## src/rtl/multicycle_control_pkg.sv

```systemverilog
`default_nettype none
// ============================================================================
// multicycle_control_pkg
// Opcode/funct encodings, ALU control codes, instruction indices and FSM states.
// Revision: 1.0
// ============================================================================
package multicycle_control_pkg;

    localparam logic [5:0] OP_RTYPE = 6'h00;
    localparam logic [5:0] OP_ADDI  = 6'h08;
    localparam logic [5:0] OP_LW    = 6'h23;
    localparam logic [5:0] OP_SW    = 6'h2B;
    localparam logic [5:0] OP_BEQ   = 6'h04;
    localparam logic [5:0] OP_BNE   = 6'h05;
    localparam logic [5:0] OP_BGTZ  = 6'h07;

    localparam logic [5:0] FN_SLL   = 6'h00;
    localparam logic [5:0] FN_ADD   = 6'h20;
    localparam logic [5:0] FN_ADDU  = 6'h21;
    localparam logic [5:0] FN_SUB   = 6'h22;
    localparam logic [5:0] FN_SUBU  = 6'h23;
    localparam logic [5:0] FN_AND   = 6'h24;
    localparam logic [5:0] FN_OR    = 6'h25;
    localparam logic [5:0] FN_SLT   = 6'h2A;
    localparam logic [5:0] FN_SLTU  = 6'h2B;

    localparam logic [2:0] ALU_AND  = 3'd0;
    localparam logic [2:0] ALU_OR   = 3'd1;
    localparam logic [2:0] ALU_ADD  = 3'd2;
    localparam logic [2:0] ALU_SLT  = 3'd3;
    localparam logic [2:0] ALU_ADDU = 3'd4;
    localparam logic [2:0] ALU_SLL  = 3'd5;
    localparam logic [2:0] ALU_SUB  = 3'd6;
    localparam logic [2:0] ALU_SLTU = 3'd7;

    // One-hot instruction vector positions; R-type instructions occupy 0..8.
    localparam int INSN_N = 15;
    localparam int I_ADD  = 0;
    localparam int I_ADDU = 1;
    localparam int I_SUB  = 2;
    localparam int I_SUBU = 3;
    localparam int I_AND  = 4;
    localparam int I_OR   = 5;
    localparam int I_SLL  = 6;
    localparam int I_SLT  = 7;
    localparam int I_SLTU = 8;
    localparam int I_ADDI = 9;
    localparam int I_LW   = 10;
    localparam int I_SW   = 11;
    localparam int I_BEQ  = 12;
    localparam int I_BNE  = 13;
    localparam int I_BGTZ = 14;

    typedef enum logic [2:0] {
        ST_FETCH  = 3'd0,
        ST_DECODE = 3'd1,
        ST_EXEC   = 3'd2,
        ST_MEM    = 3'd3,
        ST_WB     = 3'd4,
        ST_HALT   = 3'd5
    } state_t;

    function automatic logic [31:0] branch_offset(input logic [15:0] imm);
        return {{14{imm[15]}}, imm, 2'b00};
    endfunction

endpackage
`default_nettype wire

```

## src/rtl/mc_decode.sv

```systemverilog
`default_nettype none
// ============================================================================
// mc_decode
// Combinational instruction classifier and static datapath control decode.
// Revision: 1.0
// ============================================================================
module mc_decode
    import multicycle_control_pkg::*;
#(
    parameter int BGTZ_EN = 1
) (
    input  logic [5:0] opcode,
    input  logic [5:0] funct,
    output logic       reg_dst,
    output logic       ext_op,
    output logic       alu_src,
    output logic [2:0] alu_ctr,
    output logic       mem_to_reg,
    output logic       is_load,
    output logic       is_store,
    output logic       is_beq,
    output logic       is_bne,
    output logic       is_bgtz,
    output logic       illegal
);

    logic [INSN_N-1:0] w_insn;

    always_comb begin
        w_insn = '0;
        case (opcode)
            OP_RTYPE: begin
                case (funct)
                    FN_ADD:  w_insn[I_ADD]  = 1'b1;
                    FN_ADDU: w_insn[I_ADDU] = 1'b1;
                    FN_SUB:  w_insn[I_SUB]  = 1'b1;
                    FN_SUBU: w_insn[I_SUBU] = 1'b1;
                    FN_AND:  w_insn[I_AND]  = 1'b1;
                    FN_OR:   w_insn[I_OR]   = 1'b1;
                    FN_SLL:  w_insn[I_SLL]  = 1'b1;
                    FN_SLT:  w_insn[I_SLT]  = 1'b1;
                    FN_SLTU: w_insn[I_SLTU] = 1'b1;
                    default: ;
                endcase
            end
            OP_ADDI: w_insn[I_ADDI] = 1'b1;
            OP_LW:   w_insn[I_LW]   = 1'b1;
            OP_SW:   w_insn[I_SW]   = 1'b1;
            OP_BEQ:  w_insn[I_BEQ]  = 1'b1;
            OP_BNE:  w_insn[I_BNE]  = 1'b1;
            OP_BGTZ: w_insn[I_BGTZ] = (BGTZ_EN != 0);
            default: ;
        endcase
    end

    // Loads and stores compute their address with the non-trapping add.
    always_comb begin
        alu_ctr = ALU_ADD;
        if (w_insn[I_AND])                                     alu_ctr = ALU_AND;
        if (w_insn[I_OR])                                      alu_ctr = ALU_OR;
        if (w_insn[I_ADDU] | w_insn[I_LW] | w_insn[I_SW])      alu_ctr = ALU_ADDU;
        if (w_insn[I_SLL])                                     alu_ctr = ALU_SLL;
        if (w_insn[I_SUB] | w_insn[I_SUBU] | w_insn[I_BEQ] |
            w_insn[I_BNE] | w_insn[I_BGTZ])                    alu_ctr = ALU_SUB;
        if (w_insn[I_SLT])                                     alu_ctr = ALU_SLT;
        if (w_insn[I_SLTU])                                    alu_ctr = ALU_SLTU;
    end

    assign reg_dst    = |w_insn[I_SLTU:I_ADD];
    assign ext_op     = w_insn[I_ADDI] | w_insn[I_LW] | w_insn[I_SW];
    assign alu_src    = ext_op;
    assign mem_to_reg = w_insn[I_LW];
    assign is_load    = w_insn[I_LW];
    assign is_store   = w_insn[I_SW];
    assign is_beq     = w_insn[I_BEQ];
    assign is_bne     = w_insn[I_BNE];
    assign is_bgtz    = w_insn[I_BGTZ];
    assign illegal    = ~|w_insn;

endmodule
`default_nettype wire

```

## src/rtl/multicycle_control.sv

```systemverilog
`default_nettype none
// ============================================================================
// multicycle_control
// FETCH/DECODE/EXEC/MEM/WB sequencer owning PC and IR, with illegal-op halt.
// Revision: 1.0
// ============================================================================
module multicycle_control
    import multicycle_control_pkg::*;
#(
    parameter int              PC_W     = 32,
    parameter logic [PC_W-1:0] RESET_PC = '0,
    parameter int              BGTZ_EN  = 1
) (
    input  logic            clk,
    input  logic            rst_n,
    output logic            imem_req,
    output logic [PC_W-1:0] imem_addr,
    input  logic            imem_ready,
    input  logic [31:0]     imem_rdata,
    output logic            dmem_req,
    input  logic            dmem_ready,
    input  logic            equal,
    input  logic            sign,
    output logic [31:0]     ir,
    output logic [PC_W-1:0] pc,
    output logic            RegWr,
    output logic            RegDst,
    output logic            ExtOp,
    output logic            ALUSrc,
    output logic [2:0]      ALUctr,
    output logic            MemWr,
    output logic            MemtoReg,
    output logic            halted
);

    state_t      r_state;
    logic        w_is_load;
    logic        w_is_store;
    logic        w_is_beq;
    logic        w_is_bne;
    logic        w_is_bgtz;
    logic        w_is_branch;
    logic        w_illegal;
    logic        w_taken;
    logic [31:0] w_offset;

    mc_decode #(
        .BGTZ_EN (BGTZ_EN)
    ) u_decode (
        .opcode     (ir[31:26]),
        .funct      (ir[5:0]),
        .reg_dst    (RegDst),
        .ext_op     (ExtOp),
        .alu_src    (ALUSrc),
        .alu_ctr    (ALUctr),
        .mem_to_reg (MemtoReg),
        .is_load    (w_is_load),
        .is_store   (w_is_store),
        .is_beq     (w_is_beq),
        .is_bne     (w_is_bne),
        .is_bgtz    (w_is_bgtz),
        .illegal    (w_illegal)
    );

    assign imem_addr   = pc;
    assign w_offset    = branch_offset(ir[15:0]);
    assign w_is_branch = w_is_beq | w_is_bne | w_is_bgtz;
    assign w_taken     = (w_is_beq  &  equal)
                       | (w_is_bne  & ~equal)
                       | (w_is_bgtz & ~equal & ~sign);

    // Strobes are registered and set on the transition into the state that
    // owns them, so the first FETCH after reset spends one cycle raising imem_req.
    always_ff @(posedge clk) begin
        if (!rst_n) begin
            r_state  <= ST_FETCH;
            pc       <= RESET_PC;
            ir       <= '0;
            halted   <= 1'b0;
            imem_req <= 1'b0;
            dmem_req <= 1'b0;
            RegWr    <= 1'b0;
            MemWr    <= 1'b0;
        end else begin
            case (r_state)
                ST_FETCH: begin
                    if (!imem_req) begin
                        imem_req <= 1'b1;
                    end else if (imem_ready) begin
                        ir       <= imem_rdata;
                        pc       <= pc + PC_W'(4);
                        imem_req <= 1'b0;
                        r_state  <= ST_DECODE;
                    end
                end
                ST_DECODE: begin
                    if (w_illegal) begin
                        halted  <= 1'b1;
                        r_state <= ST_HALT;
                    end else begin
                        r_state <= ST_EXEC;
                    end
                end
                ST_EXEC: begin
                    if (w_is_branch) begin
                        if (w_taken) begin
                            pc <= pc + w_offset[PC_W-1:0];
                        end
                        imem_req <= 1'b1;
                        r_state  <= ST_FETCH;
                    end else if (w_is_load | w_is_store) begin
                        dmem_req <= 1'b1;
                        MemWr    <= w_is_store;
                        r_state  <= ST_MEM;
                    end else begin
                        RegWr   <= 1'b1;
                        r_state <= ST_WB;
                    end
                end
                ST_MEM: begin
                    if (dmem_ready) begin
                        dmem_req <= 1'b0;
                        MemWr    <= 1'b0;
                        if (w_is_store) begin
                            imem_req <= 1'b1;
                            r_state  <= ST_FETCH;
                        end else begin
                            RegWr   <= 1'b1;
                            r_state <= ST_WB;
                        end
                    end
                end
                ST_WB: begin
                    RegWr    <= 1'b0;
                    imem_req <= 1'b1;
                    r_state  <= ST_FETCH;
                end
                ST_HALT: begin
                    r_state <= ST_HALT;
                end
                default: begin
                    halted  <= 1'b1;
                    r_state <= ST_HALT;
                end
            endcase
        end
    end

endmodule
`default_nettype wire

```

## config.mk

```make
export PLATFORM = sky130hd
export DESIGN_NAME = multicycle_control
export DESIGN_NICKNAME = d
export VERILOG_FILES = /design/src/rtl/multicycle_control_pkg.sv /design/src/rtl/mc_decode.sv /design/src/rtl/multicycle_control.sv
export SDC_FILE = /design/constraint.sdc
export NUM_CORES = 1
export LEC_CHECK = 0
export BUFFER_PORTS_ARGS = -buffer_cell sky130_fd_sc_hd__buf_2
export CAP_MARGIN = 20
export CORE_ASPECT_RATIO = 0.7
export CORE_MARGIN = 2
export CORE_UTILIZATION = 52
export DETAILED_ROUTE_END_ITERATION = 7
export PLACE_DENSITY = 0.83
export SETUP_SLACK_MARGIN = 0.1
export SYNTH_ARGS = -nofsm -noshare
export SYNTH_HDL_FRONTEND = slang
export SYNTH_SLANG_ARGS = --single-unit
```

## constraint.sdc

```tcl
create_clock -name clk -period 3.5 [get_ports clk]
set_input_delay 0.525 -clock clk [delete_from_list [all_inputs] [get_ports clk]]
set_output_delay 0.525 -clock clk [all_outputs]
set_load 0.02 [all_outputs]
```

After elaboration in Yosys (flattened, before gate mapping)
Index checks and enable logic that the tools add are counted.
{"block": "totals", "regBits": 72, "inputBits": 38}
{"block": "op_classes", "n_addsub": 2, "n_eq_ne": 30, "n_mux": 56, "bitwise_logic": 20, "n_reduce_logical": 17}
{"cell": "32-bit two-way mux", "n": 4}
{"cell": "32-bit one-hot mux with 2 select lines", "n": 1}
{"cell": "6-bit == test, second input constant", "n": 10}
{"cell": "3-bit two-way mux", "n": 12}
{"cell": "32-bit by 3-bit adder with 32-bit output, second input constant", "n": 1}
{"cell": "32-bit adder", "n": 1}
{"cell": "1-bit two-way mux", "n": 30}
{"cell": "2-bit != test, second input constant", "n": 11}
{"cell": "6-bit by 3-bit == test with 1-bit output, second input constant", "n": 3}
{"cell": "3-bit one-hot mux with 5 select lines", "n": 1}
{"cell": "15-bit OR reduction", "n": 1}
{"cell": "1-bit bitwise OR", "n": 13}
{"cell": "6-bit zero test", "n": 2}
{"cell": "5-bit AND reduction", "n": 2}
{"cell": "9-bit two-way mux", "n": 1}
{"cell": "9-bit OR reduction", "n": 1}
{"cell": "4-bit AND reduction", "n": 2}
{"cell": "3-bit by 2-bit == test with 1-bit output, second input constant", "n": 2}
{"cell": "3-bit == test, second input constant", "n": 2}
{"cell": "6-bit by 4-bit == test with 1-bit output, second input constant", "n": 1}
{"cell": "1-bit one-hot mux with 2 select lines", "n": 3}
{"cell": "3-bit AND reduction", "n": 2}
{"cell": "5-bit OR reduction", "n": 1}
{"cell": "1-bit bitwise AND", "n": 4}
{"cell": "10 further kinds", "n": 14}

Depth between registers and ports, before layout
Gate-level depths: netlist of run 1.
{"block": "depth", "ltp_word": 10, "mapped_depth": 14, "ltp_nobuf": 13}

Modules after synthesis
From an unflattened synthesis of run 1, not the netlist that was laid out.
{"block": "unflattened", "hier_cells": 666, "hier_area_um2": 4824.6}
{"mod": "multicycle_control", "n_inst": 1, "cells_each": 618, "area_each_um2": 4554.4, "seq_area_each_um2": 1401.3}
{"mod": "mc_decode", "n_inst": 1, "cells_each": 48, "area_each_um2": 270.3, "seq_area_each_um2": 0.0}

Worst setup path before layout of run 1
Ideal clock, no wire load.
{"block": "synth_timing", "path_kind": "register to register", "startpoint": "reg r_state[1]", "endpoint": "reg pc[24], in the netlist imem_addr[24]", "setup_ns": 0.072, "arrival_ns": 3.049, "required_ns": 3.428, "setup_slack_ns": 0.380, "path_stages_with_launch": 13, "synth_period_minus_slack_ns": 3.120, "path_cell_list": "dfxtp_1 > nor3b_4 > clkbuf_1 > nand2_1 > fa_1 > and2b_1 > o2111ai_1 > a31o_2 > a21oi_4 > nor3_4 > maj3_1 > o22ai_1 > mux2i_1"}
{"block": "synth_between", "elab_chain_cells": 3, "word_cells_on_any_way": 9, "cone_classes": "eq/ne: 5; mux: 1; reduce/logical: 3"}
{"element": "start: declaration", "line_no": "multicycle_control.sv:36", "source": "state_t r_state;"}
{"element": "start signal: assignment", "line_no": "multicycle_control.sv:76", "source": "r_state <= ST_FETCH;"}
{"element": "start signal: assignment", "line_no": "multicycle_control.sv:93", "source": "r_state <= ST_DECODE;"}
{"element": "start signal: assignment", "line_no": "multicycle_control.sv:99", "source": "r_state <= ST_HALT;"}
{"element": "3-bit by 2-bit == test with 1-bit output / 3-bit zero test (equally long branches)", "line_no": "multicycle_control.sv:85", "source": "case (r_state)"}
{"element": "2-bit != test (no source line) / 2-bit nonzero test (equally long branches)"}
{"element": "5-bit AND reduction (no source line)"}
{"element": "end signal: assignment", "line_no": "multicycle_control.sv:91", "source": "pc <= pc + PC_W'(4);"}
{"element": "end signal: assignment", "line_no": "multicycle_control.sv:107", "source": "pc <= pc + w_offset[PC_W-1:0];"}
{"element": "end: declaration", "line_no": "multicycle_control.sv:25", "source": "output logic [PC_W-1:0] pc,"}
Parallel ways exist; a longest one is shown, timed or not.
A chain may end at the register's enable or synchronous reset.

Worst setup path after layout of run 1
{"block": "layout_timing", "startpoint": "reg r_state[0]", "endpoint": "reg pc[25], in the netlist imem_addr[25]"}
Same word-level chain as after synthesis.

==> results.md, run 1 <==
Outcome:
- The run finished with clean final reports.

STA:
- For the pin with the worst max-slew slack, the measured transition is 0.633 ns.
- Summed over all failing endpoints, the final setup total negative slack is 0 ns.
- Setup violations remaining at the end of the flow were counted as 0.
- The post-layout minimum cycle time is 3.16 ns.
- In this run the tightest slew margin relative to its limit is 0.578.
- The number of hold violations in the final report is 0.
- Setup repair after global routing left no endpoint under its margin.
- The final max-slew violation count came to 0.
- The achievable clock frequency is 316 MHz.
- The clock arrives with 0.00918 ns of skew.
- The final clock period utilization by the worst path is 0.904.

Detailed routing:
- The detailed router put a total of 5920 um of wire on met1.
- Using the TritonRoute via totals, the vias-per-cell ratio works out to 5.73.
- The starting DRC count in detailed routing is 417.
- The routed wire length per instance is 15.9 um.
- For this block, the routed nets add up to 13,000 um of wire.
- The routed layout has 4,678 vias.
- The top routing layer in use is met4.
- The final antenna-violating net count is 0.
- The met3 layer wire length in the routed design is 1150 um.
- The DRC violation count after routing is 0.
- The total length of routed met2 wires is 5670 um.
- The first TritonRoute pass finished after 6 iterations.

Placement:
- The placed wire-length estimate is 9560 um.
- The total placed cells including tap cells is 801.
- The quantity of I/O buffers inserted on ports is 141.
- Routability-driven placement finished with a final weighted congestion of 0.938.

Worst setup path:
- The endpoint identified for the worst register-to-register timing path is imem_addr[25]$_SDFFE_PN0P_.
- The highest net fanout along the worst path is 14.
- STA classifies the critical path endpoint as a register.
- Setup slack on the worst reg-to-reg path comes out at 0.34 ns.
- The worst register-to-register path begins at r_state[0]$_SDFFE_PN0P_.
- STA classifies the critical path startpoint as a register.
- The logic depth of the worst register-to-register path is 12.
- The critical path class is reg2reg.
- The critical path launch point is r_state[0]$_SDFFE_PN0P_.
- At the worst endpoint, the required time is 3.77 ns.
- Data arrives at the worst endpoint at 3.44 ns.

GRT:
- After global routing the overflow that remains totals 0.
- The via count of the first global-routing pass was 4,242.
- Across every metal layer, demand over resource in global routing totals 0.268.
- The first-pass GRT wire length is 20,700 um.
- The pin count of the biggest net entering global routing is 60.
- The initial antenna violation count is 0.

Clock network:
- For this design, the sink count on the clock tree is 70.
- The clock tree root buffer cell is clkbuf_16.
- CTS built an H-tree with a depth of 3.
- The worst-skew pair later-pin latency is 0.34 ns.
- The maximum buffer depth of the clock tree is 2.
- Clock-pin slew was measured on the worst setup and hold paths at 0.06 ns.
- The count of hold-fix buffers inserted at cts is 0.
- TritonCTS created 9 clock buffers.
- The clock tree from TritonCTS is yes.

Pwr:
- Of the total power, the clock network draws 0.295.
- The internal power consumption is 1.89 mW.
- The cell leakage power is 2.82 nW.
- The maximum vdd ir drop is 0.000461 V.
- The reported net switching power is 1.24 mW.
- The share of total power dissipated in combinational logic is 0.383.
- The power per unit of standard cell area is 568 nW/um^2.
- Of the total power, the share spent switching nets is 0.395.
- The fraction of power consumed by sequential logic is 0.322.

Synth:
- After synthesis the cells add up to 4620 um^2.
- The number of different library cells used by synthesis comes to 59.
- For this run, the number of Yosys warnings is 0.
- The sequential element share of the synthesized area is 0.303.
- Counting flops with an async set or reset pin after synthesis yields a share of 0.
- In the synthesized netlist the dominant register cell turns out to be dfxtp_1.
- The number of instances in the synthesized netlist is 592.
- Counting flops and latches in the post-synthesis netlist gives 70.
- The number of flops mapped to enable cells by yosys is 0.
- A synthesized cell averages 7.81 um^2.

Floorplan:
- Row generation in the floorplan step produced 28 rows.
- The overall die width is 117 um.
- The die covers 9680 um^2.
- The region available for standard cell placement spans 8550 um^2.
- The number of primary I/O pins is 146.
- The initial utilization of the core area, before any placement, comes to 0.541.
- The die is 82.9 um tall.

Layout:
- The number of antenna diodes in the final layout is 0.
- In the layout the commonest cells are buf_2, nor2_1, dfxtp_1, nand2_1, mux2i_1.
- The library cell used most frequently in the layout, excluding fill and tap cells, is buf_2.
- The layout overhead on the synthesized area is 18.9%.
- Counting the fill cells in the layout gives 745.
- The ratio of cells with drive above 1 in the final layout is 0.264.
- The net count reported at finish is 747.
- The utilization of the core after routing is 0.643.
- The finished layout holds 817 standard cells, fillers aside.

Run:
- Max-cap violations in this run came to 0.

Hold path:
- The worst hold path passes through 3 cells.
- The hold path startpoint is imem_rdata[31].
- The type of the most critical hold path is in2reg.
- The end point of the worst hold path is ir[31]$_SDFFE_PN0P_.
==> registers in the layout (all words and copies together) (netlist names) <==
signal / flops
dmem_req: 1
RegWr: 1
ir: 32
imem_req: 1
imem_addr: 30
r_state: 3
halted: 1
MemWr: 1
==> per-layer routing <==
| metal | global-route usage | vias up |
|---|---|---|
| met5 | 0 | - |
| met3 | 0.0708 | 26 |
| li1 | - | 2242 |
| met4 | 0.0824 | 0 |
| met1 | 0.385 | 2166 |
| met2 | 0.389 | 244 |
==> power by group through the flow <==
stage | sequential (mW) | clock [mW] | combinational (mW)
6_report | 1.00 | 0.921 | 1.20
5_1_grt | 1.02 | 0.971 | 1.30
4_1_cts | 1.00 | 0.937 | 1.19
3_5_place_dp | 1.02 | 0 | 1.18
3_3_place_gp | 1.01 | 0 | 1.17
2_1_floorplan | 1.10 | 0 | 0.756
==> layout make-up <==
class,instances,area (um^2),area share
multi-input combinational,446,2810,0.510
timing repair buffer,153,796,0.145
sequential,70,1400,0.255
inverter,13,48.8,0.00888
clock inverter,6,71.3,0.0130
clock buffer,9,225,0.0410
tap,120,150,0.0273
==> timing repair <==
action                                  in CTS  in global routing
buffers inserted                             0                  1
resized for setup                            0                  3
endpoints found under the setup margin       0                  6
==> kinds of logic (layout without fill, tap and decap cells) <==
kind of cell,Yosys count,after routing,share of synthesized area
and+or+nand+nor,253,253,0.268
buffers and inverters,79,181,0.0960
muxes,50,50,0.108
adders and majority gates,17,17,0.0471
DFF,70,70,0.303
AOI/OAI and AO/OA,106,106,0.146
other,1,4,0.000811
xor gates and xnor gates,16,16,0.0303
==> worst max-delay path by stage <==
stage | endpoint | slack [ns] | cells past startpoint
6_report | imem_addr[25]$_SDFFE_PN0P_ | 0.34 | 12
5_1_grt | imem_addr[30]$_SDFFE_PN0P_ | 0.13 | 11
4_1_cts | imem_addr[30]$_SDFFE_PN0P_ | 0.27 | 12
3_5_place_dp | imem_addr[30]$_SDFFE_PN0P_ | 0.31 | 12
3_3_place_gp | imem_addr[26]$_SDFFE_PN0P_ | 0.41 | 12
2_1_floorplan | imem_addr[24]$_SDFFE_PN0P_ | 0.38 | 12
==> critical path, cell delays in order, from the launching register on <==
cell and delay, ns:
dfxtp_1 0.34, nor3b_4 0.29, buf_4 0.22, and2_1 0.16
ha_1 0.29, a21oi_1 0.21, o21ai_0 0.11, a211oi_1 0.38
a21boi_2 0.37, nor3_2 0.12, mux2i_1 0.15, or3_1 0.32
a21oi_1 0.14
==> metrics by stage <==
stage | hold slack, ns | power, mW | cell area [um^2] | setup WS [ns]
2_1_floorplan | 0.518 | 1.85 | 4640 | 0.380
3_3_place_gp | 0.435 | 2.18 | 5180 | 0.413
3_5_place_dp | 0.445 | 2.20 | 5180 | 0.311
4_1_cts | 0.407 | 3.13 | 5480 | 0.269
5_1_grt | 0.420 | 3.29 | 5500 | 0.132
6_report | 0.410 | 3.12 | 5500 | 0.338
==> synth_stat cells (7+ instances only) <==
cell,number,area share
a21oi_1,35,0.038
and2_1,19,0.026
and3_1,7,0.0095
buf_2,13,0.014
buf_4,35,0.057
clkbuf_1,18,0.015
dfxtp_1,70,0.30
ha_1,15,0.041
inv_1,13,0.011
mux2i_1,50,0.11
nand2_1,51,0.041
nand2b_1,10,0.014
nand3_1,23,0.025
nand4_1,8,0.011
nor2_1,82,0.067
nor3_1,21,0.023
o21a_1,7,0.011
o21ai_0,19,0.021
xnor2_1,9,0.017
xor2_1,7,0.013
(Power assumes the default switching activity.)
==> run 2, diff against run 1 <==
--- a/config.mk
+++ b/config.mk
@@ -5,13 +5,15 @@
 export SDC_FILE = /design/constraint.sdc
 export NUM_CORES = 1
 export LEC_CHECK = 0
+export ABC_AREA = 1
 export BUFFER_PORTS_ARGS = -buffer_cell sky130_fd_sc_hd__buf_2
 export CAP_MARGIN = 20
 export CORE_ASPECT_RATIO = 0.7
 export CORE_MARGIN = 2
-export CORE_UTILIZATION = 52
+export CORE_UTILIZATION = 53
 export DETAILED_ROUTE_END_ITERATION = 7
 export PLACE_DENSITY = 0.83
+export REMOVE_ABC_BUFFERS = 1
 export SETUP_SLACK_MARGIN = 0.1
 export SYNTH_ARGS = -nofsm -noshare
 export SYNTH_HDL_FRONTEND = slang
==> run 2 against run 1 <==
Die area increased by 7.5%. Area after synthesis increased by 9.9%. Maximum frequency increased by 5.1%. Critical endpoint is now imem_addr[28]$_SDFFE_PN0P_. Largest cell class unchanged.
==> results.md, run 2 <==
Worst setup path:
- The highest net fanout along the worst path is 16.
- The critical path endpoint category is a register.
- At the worst endpoint, the required time is 3.75 ns.
- The critical path launch point is r_state[1]$_SDFFE_PN0P_.
- The startpoint identified for the worst register-to-register timing path is r_state[1]$_SDFFE_PN0P_.
- In this run the critical register-to-register path is captured at imem_addr[28]$_SDFFE_PN0P_.
- The critical path in this run is classified as reg2reg.
- The arrival time at the worst endpoint is 3.26 ns.
- STA classifies the critical path startpoint as a register.
- The setup slack on the worst flop-to-flop path is 0.49 ns.
- The worst setup path endpoint is imem_addr[28]$_SDFFE_PN0P_.
- Measured in cells, the most critical reg-to-reg path has a length of 18.

Floorplan:
- The region available for standard cell placement spans 9180 um^2.
- The die is 121 um wide.
- The chip height is 85.9 um.
- The effective utilization at floorplan is 0.554.
- The floorplan step defined a die boundary enclosing 10,400 um^2.
- During I/O placement, the number of pins put on the boundary was 146.
- The initialized floorplan defines 29 standard-cell rows.

Layout:
- ir holds more flip-flops than any other register.
- The register with the most flip-flops in the layout has 32 of them.
- The library cell used most frequently in the layout, excluding fill and tap cells, is buf_2.
- Compared with the post-synthesis result, the final layout area differs by 16.2%.
- The repair_antennas step left the layout with diodes totalling 0.
- The area of all placed cells without fillers is 5910 um^2.
- Leaving out fill and tap cells, the most frequent cells in the layout are buf_2, nand2_1, nor2_1, inv_1, a21oi_1.
- Once layout is complete, the utilization of the core stands at 0.644.
- The ratio of cells with drive above 1 in the final layout is 0.230.
- The net count reported at finish is 928.

Synth:
- The distinct cell type count of the synthesized netlist is 43.
- The portion of synthesized area spent on multiplexers is 0.
- The number of warnings reported in the yosys synthesis log is 0.
- Sorting the synthesized cells by area gives the leading types as dfxtp_1, nand2_1, nor2_1.
- In the synthesized netlist the async set-or-reset flop fraction comes to 0.
- Among all cell types in the netlist, the one instantiated most often is nand2_1.
- The netlist area before placement is 5080 um^2.
- In the synthesized netlist, the number of instances is 775.
- For this run, the leading register cell type out of synthesis is dfxtp_1.
- The most area-hungry cell type in the Yosys netlist is dfxtp_1.
- The complex-gate fraction of the synthesized area is 0.177.
- After synthesis, the largest family of logic cells by area is simple AND/OR/NAND/NOR gates.
- A synthesized cell averages 6.56 um^2.
- Yosys mapped a number of flops with a built-in enable equal to 0.
- The top cell type's share of synthesized area is 0.276.
- The register bit count reported by yosys is 70.
- The xor-xnor portion of the synthesized cell area is 0.0310.
- In the synthesized netlist, the cells that appear most often are nand2_1, nor2_1, inv_1, a21oi_1, dfxtp_1.
- For this run, the register share of the synthesized area comes to 0.276.
- Of the total synthesized cell area, the portion taken by full adders, half adders and majority gates is 0.0409.
- The post-synthesis share of cell area spent on and, or, nand and nor gates is 0.325.

GRT:
- The overall global routing resource usage is 0.273.
- The initial antenna violation count is 0.
- The pin count of the biggest net entering global routing is 53.
- The via count of the first global-routing pass is 4,744.
- The total overflow reported by the global router is 0.
- The first-pass GRT wire length is 22,900 um.

Detailed routing:
- The detailed router used layers up to and including met4.
- The met3 layer wire length in the routed design is 1260 um.
- Summing over every cut layer, the via total after detailed routing is 5,328.
- The starting DRC count in detailed routing is 356.
- The DRC violation count after routing is 0.
- The total length of routed met2 wires is 5790 um.
- Once detail routing completed, the nets flagged for antenna violations numbered 0.
- The routed length on met1 is 6500 um.
- The mean number of vias per cell is 5.31.
- The length of the first detailed-routing pass in iterations is 5.
- The total detailed-routing wirelength is 13,700 um.
- The routed wire length per instance is 13.7 um.

Clock network:
- In this run the deepest clock path goes through 2 buffers.
- Clock latency on the worst-skew pair, taken at its later pin, is 0.34 ns.
- The number of buffers inserted by post-CTS setup repair is 0.
- The clock sink count is 70.
- Buffers inserted during clock tree synthesis total 9.
- The total of cells resized after clock tree synthesis is 0.
- The count of hold-fix buffers inserted at cts is 0.
- The clock tree from TritonCTS is yes.
- The H-tree was split into 3 levels.
- After clock tree synthesis, the clock-pin slew on the worst setup and hold paths is 0.06 ns.
- CTS placed an instance of clkbuf_16 at the clock tree root.

Placement:
- Summing all placed instances gives a cell area of 5600 um^2.
- Routability-driven placement finished with a final weighted congestion of 0.938.
- The placed wire-length estimate is 10,300 um.
- The quantity of I/O buffers inserted on ports is 141.

STA:
- In the finished design, the share of the clock period the worst path needs comes to 0.860.
- The post-route clock skew is 0.00553 ns.
- Setup repair after global routing left no endpoint under its margin.
- The number of hold violations in the final report is 0.
- The final max-slew violation count is 0.
- Timing would allow up to 332 MHz.
- For the final routed database, the setup TNS stands at 0 ns.
- The number of failing setup endpoints in the final timing report is 0.
- The slew at the pin closest to its max-slew limit is 0.764 ns.
- The worst path in the final design needs a cycle of 3.01 ns, including I/O delays and setup.
- The remaining max-slew budget at the tightest pin is 0.490.

Outcome:
- The flow ran to the end, and the final reports show no timing, DRC or antenna violations.

Pwr:
- Across the VDD grid, the largest voltage drop is 0.000477 V.
- The power per unit of standard cell area is 799 nW/um^2.
- The cell leakage power is 2.97 nW.

Hold path:
- The tightest min-delay check is of the in2reg type.

Run:
- The number of maximum-capacitance violations is 0.
## run 2: metrics by stage
step	instances	total power, mW	setup slack [ns]	hold slack [ns]
global route	1003	5.06	0.165	0.410
finish	1003	4.72	0.490	0.404
detailed placement	987	3.75	0.494	0.464
floorplan	716	2.96	0.698	0.540
global placement	987	3.71	0.645	0.465
CTS	1003	4.71	0.487	0.394
## run 2: cell type report
class / count / area (um^2)
Clock buffer: 9 / 225
Timing Repair Buffer: 147 / 751
Sequential cell: 70 / 1400
Inverter: 96 / 363
Tap cell: 124 / 155
Multi-Input combinational cell: 550 / 2930
Fill cell: 829 / 3270
Clock inverter: 7 / 82.6
## run 2: cells by family (layout without fill, tap and decap cells)
family,after synthesis,count (layout)
adder cells (fa/ha/maj),16,16
XOR/XNOR,18,18
other,1,4
AO/OA/AOI/OAI,164,164
flip-flops,70,70
buffers and inverters,158,259
AND/OR/NAND/NOR,348,348
## run 2: layer usage
| layer | vias to the layer above | track usage |
|---|---|---|
| met3 | 26 | 0.0765 |
| met2 | 218 | 0.407 |
| met5 | - | 0 |
| li1 | 2716 | - |
| met1 | 2368 | 0.382 |
| met4 | 0 | 0.0856 |
## run 2: how the worst min path moves through the flow
stage                     cells after the start                  start               endpoint  slack (ns)
after detailed placement                      2    ir[12]$_SDFFE_PN0P_    ir[12]$_SDFFE_PN0P_        0.46
after global routing                          3         imem_rdata[20]    ir[20]$_SDFFE_PN0P_        0.41
after global placement                        2    ir[12]$_SDFFE_PN0P_    ir[12]$_SDFFE_PN0P_        0.47
after floorplan                               2  dmem_req$_SDFFE_PN0P_  dmem_req$_SDFFE_PN0P_        0.54
final                                         3         imem_rdata[20]    ir[20]$_SDFFE_PN0P_        0.40
after CTS                                     3         imem_rdata[22]    ir[22]$_SDFFE_PN0P_        0.39
## run 2: critical path, stage by stage, from the launching register on
cell      delay, ns
dfxtp_1        0.55
inv_2          0.08
nor2_4         0.20
nand2_2        0.08
buf_4          0.20
nor2_1         0.11
ha_1           0.29
a21oi_1        0.15
nand2_1        0.12
a21boi_0       0.33
o21ai_0        0.21
nand2_1        0.11
nand2_2        0.08
nand2_1        0.08
nand2_1        0.06
nand2_1        0.06
nand3_1        0.07
nand2_1        0.08
inv_1          0.03
## run 2: report_power, final
| part | internal, mW | switching (mW) |
|---|---|---|
| Sequential | 1.04 | 0.216 |
| Clock | 0.561 | 0.387 |
| Combinational | 0.765 | 1.75 |
| Total | 2.36 | 2.35 |
